==> src/rtl/step_ring_seq.sv <==
// step_ring_seq: N-position ring step sequencer; in clock, reset_n (async low), enable, a, dir, sat_mode, load, load_val[SW]; out state_o[SW], y[OUT_W], at_end, wrap_p; define STEP_EDGE_EN to step once per rising edge of a
module step_ring_seq #(
  parameter int N_STATES = 5,
  parameter int OUT_W = 8,
  localparam int SW = $clog2(N_STATES)
) (
  input  logic          clock,
  input  logic          reset_n,
  input  logic          enable,
  input  logic          a,
  input  logic          dir,
  input  logic          sat_mode,
  input  logic          load,
  input  logic [SW-1:0] load_val,
  output logic [SW-1:0] state_o,
  output logic [OUT_W-1:0] y,
  output logic          at_end,
  output logic          wrap_p
);
  localparam logic [SW-1:0] LAST = SW'(N_STATES - 1);
  logic [SW-1:0] state;
  logic step;
`ifdef STEP_EDGE_EN
  logic a_d;
  always_ff @(posedge clock or negedge reset_n)
    if (!reset_n) a_d <= 1'b0;
    else a_d <= a;
  assign step = enable & a & ~a_d;
`else
  assign step = enable & a;
`endif
  always_ff @(posedge clock or negedge reset_n)
    if (!reset_n) begin
      state  <= '0;
      wrap_p <= 1'b0;
    end else begin
      wrap_p <= 1'b0;
      if (load) state <= (load_val > LAST) ? LAST : load_val;
      else if (state > LAST) state <= '0;
      else if (step && dir) begin
        if (state != LAST) state <= state + SW'(1);
        else if (!sat_mode) begin
          state  <= '0;
          wrap_p <= 1'b1;
        end
      end else if (step) begin
        if (state != '0) state <= state - SW'(1);
        else if (!sat_mode) begin
          state  <= LAST;
          wrap_p <= 1'b1;
        end
      end
    end
  assign state_o = state;
  assign at_end  = dir ? (state == LAST) : (state == '0);
  for (genvar i = 0; i < OUT_W; i++) begin : g_y
    if (i < N_STATES - 1) begin : g_on
      assign y[i] = (state == SW'(i + 1));
    end else begin : g_off
      assign y[i] = 1'b0;
    end
  end
endmodule
==> config.mk <==
export PLATFORM = sky130hd
export DESIGN_NAME = step_ring_seq
export DESIGN_NICKNAME = d
export VERILOG_FILES = /design/src/rtl/step_ring_seq.sv
export SDC_FILE = /design/constraint.sdc
export NUM_CORES = 1
export LEC_CHECK = 0
export ABC_CLOCK_PERIOD_IN_PS = 1700
export BUFFER_PORTS_ARGS = -buffer_cell sky130_fd_sc_hd__buf_2
export CORE_AREA = 4 4 41 43
export CTS_BUF_LIST = sky130_fd_sc_hd__clkbuf_16
export DETAILED_ROUTE_END_ITERATION = 7
export DIE_AREA = 0 0 45 47
export GPL_TIMING_DRIVEN = 0
export PLACE_DENSITY = 0.73
export SYNTH_ARGS = -nofsm -noshare
export SYNTH_HDL_FRONTEND = slang
export SYNTH_SLANG_ARGS = --single-unit
==> constraint.sdc <==
create_clock -name clock -period 1.7 [get_ports clock]
set_clock_uncertainty 0.2 [all_clocks]
set_input_delay 0.51 -clock clock [delete_from_list [all_inputs] [get_ports clock]]
set_output_delay 0.51 -clock clock [all_outputs]
set_load 0.02 [all_outputs]
---- Word-level counts from Yosys, hierarchy flattened ----
Cells that the tools add are included.
word-level totals
  register bits after elaboration ......... 4
  logic and storage cells ................. 36
operators by class
  add/sub/neg operators ................... 2
  $lt $le $gt $ge ......................... 2
  equality and inequality tests ........... 7
  muxes and demuxes ....................... 17
  bitwise operators ....................... 1
  reduce and logical (&&, ||, !) cells .... 5
operator list
  cell                 count
  $mux 3               9
  $mux 1               8
  $eq 3x2->1 const B   2
  $gt 3x3->1 const B   2
  $ne 5x1->1 const B   1
  $ne 5x4->1 const B   1
  $reduce_bool 4->1    1
  $add 3x1->3 const B  1
  $eq 3x1->1 const B   1
  $eq 3x3->1 const B   1
  $logic_not 3->1      1
  $ne 3x3->1 const B   1
  $reduce_and 3->1     1
  $reduce_bool 3->1    1
  $sub 3x1->3 const B  1
  $and 1x1->1          1
  $logic_and 1x1->1    1

---- Logic depth before layout (Yosys ltp) ----
  depth after elaboration ................. 6
  gate-level depth with buffers ........... 7

---- Least setup slack after synthesis ----
Ideal clock, no wire load.
  path kind ............................... register to register
  start ................................... reg state[0] (netlist: state_o[0])
  end ..................................... reg state[0] (netlist: state_o[0])
  library setup time ...................... 133 ps
  data arrival time ....................... 1585 ps
  data required time ...................... 1367 ps
  setup slack ............................. -219 ps
  cell stages (with the launch flop) ...... 7
  buffers on the path ..................... 0
  period minus slack after synthesis ...... 1919 ps
  cells stage by stage .................... dfrtp_1 > inv_1 > ha_1 > nand2b_1 > a32o_1 > a22oi_1 > o41ai_2
on the way
  cells in the longest elaborated chain, start to end .. 6
RTL lines
  what                                              line  text
  start: declaration                                21    logic [SW-1:0] state;
  start signal: assignment                          38    if (load) state <= (load_val > LAST) ? LAST : load_val;
  start signal: assignment                          41    if (state != LAST) state <= state + SW'(1);
  start signal: assignment                          47    if (state != '0) state <= state - SW'(1);
  $sub 3x1->3 or $reduce_bool 3->1 (tied branches)  47
  $mux 3                                            47
  $mux 3                                            46    end else if (step) begin
  $mux 3                                            40    else if (step && dir) begin
  $mux 3                                            39    else if (state > LAST) state <= '0;
  $mux 3                                            38
Parallel ways exist; a longest one is shown, timed or not. The select of a mux whose other input is x is not followed.
A chain may end at the register's enable or synchronous reset.

---- Final worst setup path ----
  start ................................... reg state[0] (netlist: state_o[0])
  end ..................................... out y[1]
on the way
  cells in the longest elaborated chain, start to end .. 1
RTL lines
  what              line  text
  $eq 3x2->1        58    assign y[i] = (state == SW'(i + 1));
  end: declaration  16    output logic [OUT_W-1:0] y,
No other way between the ends.

==> impl_metrics.sql <==
INSERT INTO impl_metrics (metric_group, metric, value, unit) VALUES
('clock_network', 'clock_tree.htree_level_count', '1', ''),
('run_status', 'outcome', 'finished with violations', ''),
('layout', 'final_core_utilization', '67.9', '%'),
('placed_design', 'dp_hpwl', '872', 'um'),
('setup_path', 'critical_path.startpoint_type', 'register', ''),
('route', 'drt_met1_wl', '516', 'um'),
('run_status', 'violations', 'negative setup slack', ''),
('setup_path', 'rr_startpoint', 'state_o[0]', ''),
('worst_hold_path', 'holdCritStartpoint', 'sat_mode', ''),
('logic_synthesis', 'synth_edf_count', '0', ''),
('layout', 'num-nets-final', '108', ''),
('worst_hold_path', 'holdCritPathClass', 'primary input to register', ''),
('floorplan', 'floorplan.rows', '13', ''),
('logic_synthesis', 'postSynthCellCount', '54', ''),
('layout', 'areaGrowthSynthToFinish', '88.3', '%'),
('route', 'post-route-drc-count', '0', ''),
('setup_path', 'rr_worst_depth', '6', ''),
('floorplan', 'core-area', '0.00130', 'sq mm'),
('logic_synthesis', 'postSynth.topFlopCell', 'sky130_fd_sc_hd__dfrtp_1', ''),
('sta', 'setup_violations', '10', ''),
('logic_synthesis', 'synth_async_sr_flop_share', '100', '%'),
('sta', 'timing.final.max_slew_violations', '0', ''),
('sta', 'setup_slack', '-0.189', 'ns'),
('layout', 'share_of_cells_above_drive_strength_1', '61.1', '%'),
('pwr', 'power_density', '1850', 'mW/mm^2'),
('sta', 'final.period_utilization', '111', '%'),
('route', 'drt-pass1-iter-count', '4', ''),
('floorplan', 'starting_density_of_the_core', '36.1', '%'),
('route', 'dr_wl_met2', '711', 'um'),
('pwr', 'switching_share', '37.8', '%'),
('logic_synthesis', 'yosys_warnings', '0', ''),
('placed_design', 'place_ws', '-0.141', 'ns'),
('pwr', 'p_int', '1.02', 'mW'),
('route', 'drt-vias-per-instance', '4.86', ''),
('sta', 'max_freq', '0.529', 'GHz'),
('logic_synthesis', 'synth.lib_cells_used.distinct', '29', ''),
('pwr', 'worst_vdd_drop', '1.11', 'mV'),
('placed_design', 'place.gp.congestion', '0.759', ''),
('route', 'detailedRoute.firstIterationViolations', '8', ''),
('logic_synthesis', 'ys_seq_area_share', '21.3', '%'),
('clock_network', 'clock_latency', '0.23', 'ns'),
('grt', 'grt_pass1_wl', '2100', 'um'),
('clock_network', 'total_cts_buffers', '3', ''),
('route', 'dr.max_layer_used', 'met4', ''),
('logic_synthesis', 'post_synth_top_area_cell', 'sky130_fd_sc_hd__dfrtp_1', ''),
('logic_synthesis', 'synth_top_area_share', '21.3', '%'),
('route', 'detailroute.via_count', '510', ''),
('logic_synthesis', 'postSynthRegisterBits', '4', ''),
('clock_network', 'cts.path.max_buffers', '2', ''),
('pwr', 'seq_power_share', '11.4', '%'),
('clock_network', 'clk_pin_slew_worst_setup_hold_paths', '0.03', 'ns'),
('grt', 'grt_max_degree', '7', ''),
('clock_network', 'numClockSinks', '4', ''),
('floorplan', 'die_height', '47', 'um'),
('placed_design', 'io_buffer_count', '18', ''),
('setup_path', 'worst-endpoint-arrival', '1.18', 'ns'),
('clock_network', 'cts_root_buffer', 'sky130_fd_sc_hd__clkbuf_16', ''),
('sta', 'hold_ws', '0.283', 'ns'),
('layout', 'antenna_cells_inserted', '0', ''),
('worst_hold_path', 'hold_crit_depth', '2', ''),
('floorplan', 'die-width', '45', 'um'),
('floorplan', 'die_area', '0.00212', 'sq mm'),
('grt', 'grt_overflow_total', '0', ''),
('setup_path', 'reg2reg_setup_slack', '-0.14', 'ns'),
('setup_path', 'cp_data_required_time', '0.99', 'ns'),
('setup_path', 'setup.worst_path.end_class', 'output port', ''),
('sta', 'min_period', '1.89', 'ns'),
('sta', 'rsz_0062_raised_after_global_routing', 'true', ''),
('logic_synthesis', 'synth_top_cells_by_area', 'sky130_fd_sc_hd__dfrtp_1 21%, sky130_fd_sc_hd__ha_1 16%, sky130_fd_sc_hd__buf_4 8.0%', ''),
('route', 'wl_per_cell', '12.8', 'um'),
('clock_network', 'tritoncts', 'done', '');
==> kinds of logic after synthesis <==
| group | synth area share (%) |
|---|---|
| AOI/OAI and AO/OA | 20.8 |
| adders and majority gates | 16.0 |
| and+or+nand+nor | 23.2 |
| other | 0.799 |
| buffers and inverters | 12.0 |
| xor gates and xnor gates | 3.73 |
| muxes | 2.13 |
| DFF | 21.3 |
==> registers in the layout, summed over array words and instances, names as in the netlist <==
signal   count
wrap_p       1
state_o      3
==> worst max-delay path: stages, from the launching register on <==
cell,delay (ns)
sky130_fd_sc_hd__dfrtp_2,0.45
sky130_fd_sc_hd__inv_4,0.09
sky130_fd_sc_hd__ha_2,0.16
sky130_fd_sc_hd__nor2b_4,0.13
sky130_fd_sc_hd__buf_6,0.11
==> per-layer routing <==
| metal | GRT usage (%) | vias to the layer above |
|---|---|---|
| met2 | 26.0 | 18 |
| met4 | 12.3 | 0 |
| met3 | 2.68 | 7 |
| met1 | 14.0 | 234 |
| li1 | - | 251 |
| met5 | 0 | - |
==> how the worst max path moves through the flow <==
| stage | end | depth (start not counted) | slack, ns |
|---|---|---|---|
| floorplan | state_o[1] | 6 | -0.05 |
| global placement | at_end | 4 | -0.13 |
| detailed placement | at_end | 4 | -0.14 |
| CTS | at_end | 4 | -0.19 |
| global route | y[1] | 4 | -0.24 |
| finish | y[1] | 4 | -0.19 |
==> what timing repair did <==
action	CTS	global route
endpoints found under the setup margin	8	9
hold buffers	1	0
gates resized for setup	20	7
pin swaps	4	1
hold endpoints to repair	4	0
setup buffers	8	3
==> cell type report <==
class	instances	area, sq um
timing repair buffer	30	226
tap	15	18.8
multi-input combinational	43	395
buffer	5	41.3
sequential	4	103
clock buffer	3	75.1
inverter	5	23.8
fill	97	418
==> Yosys cell counts (2+ instances only) <==
cell,number
sky130_fd_sc_hd__dfrtp_1,4
sky130_fd_sc_hd__nor2b_1,2
sky130_fd_sc_hd__ha_1,6
sky130_fd_sc_hd__xnor2_1,2
sky130_fd_sc_hd__a21oi_1,3
sky130_fd_sc_hd__and3b_1,2
sky130_fd_sc_hd__buf_4,5
sky130_fd_sc_hd__inv_1,4
sky130_fd_sc_hd__nand2_1,3
sky130_fd_sc_hd__nor2_1,4
==> layout by cell type, fill, tap and decap left out, types with 2 or more instances in the layout <==
cell / count
sky130_fd_sc_hd__a21oi_1: 3
sky130_fd_sc_hd__and2_4: 2
sky130_fd_sc_hd__and3b_1: 2
sky130_fd_sc_hd__buf_2: 11
sky130_fd_sc_hd__buf_4: 15
sky130_fd_sc_hd__buf_6: 8
sky130_fd_sc_hd__clkbuf_16: 3
sky130_fd_sc_hd__conb_1: 4
sky130_fd_sc_hd__dfrtp_1: 2
sky130_fd_sc_hd__dfrtp_2: 2
sky130_fd_sc_hd__ha_1: 2
sky130_fd_sc_hd__ha_4: 3
sky130_fd_sc_hd__inv_1: 2
sky130_fd_sc_hd__inv_4: 2
sky130_fd_sc_hd__nand2_1: 3
sky130_fd_sc_hd__nor2_1: 4
sky130_fd_sc_hd__nor2b_4: 2
==> per-stage QoR <==
step	instances	TNS (ns)	area (sq um)
global route	105	-1.63	883
finish	105	-1.19	883
CTS	102	-1.13	833
detailed placement	90	-0.366	612
global placement	90	-0.251	612
floorplan	57	-0.0959	503
==> power by group through the flow <==
stage,clock network (mW),registers (mW),logic [mW]
floorplan,0,0.211,0.490
global placement,0,0.176,0.679
detailed placement,0,0.178,0.699
CTS,0.376,0.184,0.972
global route,0.379,0.194,1.17
finish,0.370,0.187,1.08
Note: power is estimated with default switching activity, not from simulation.
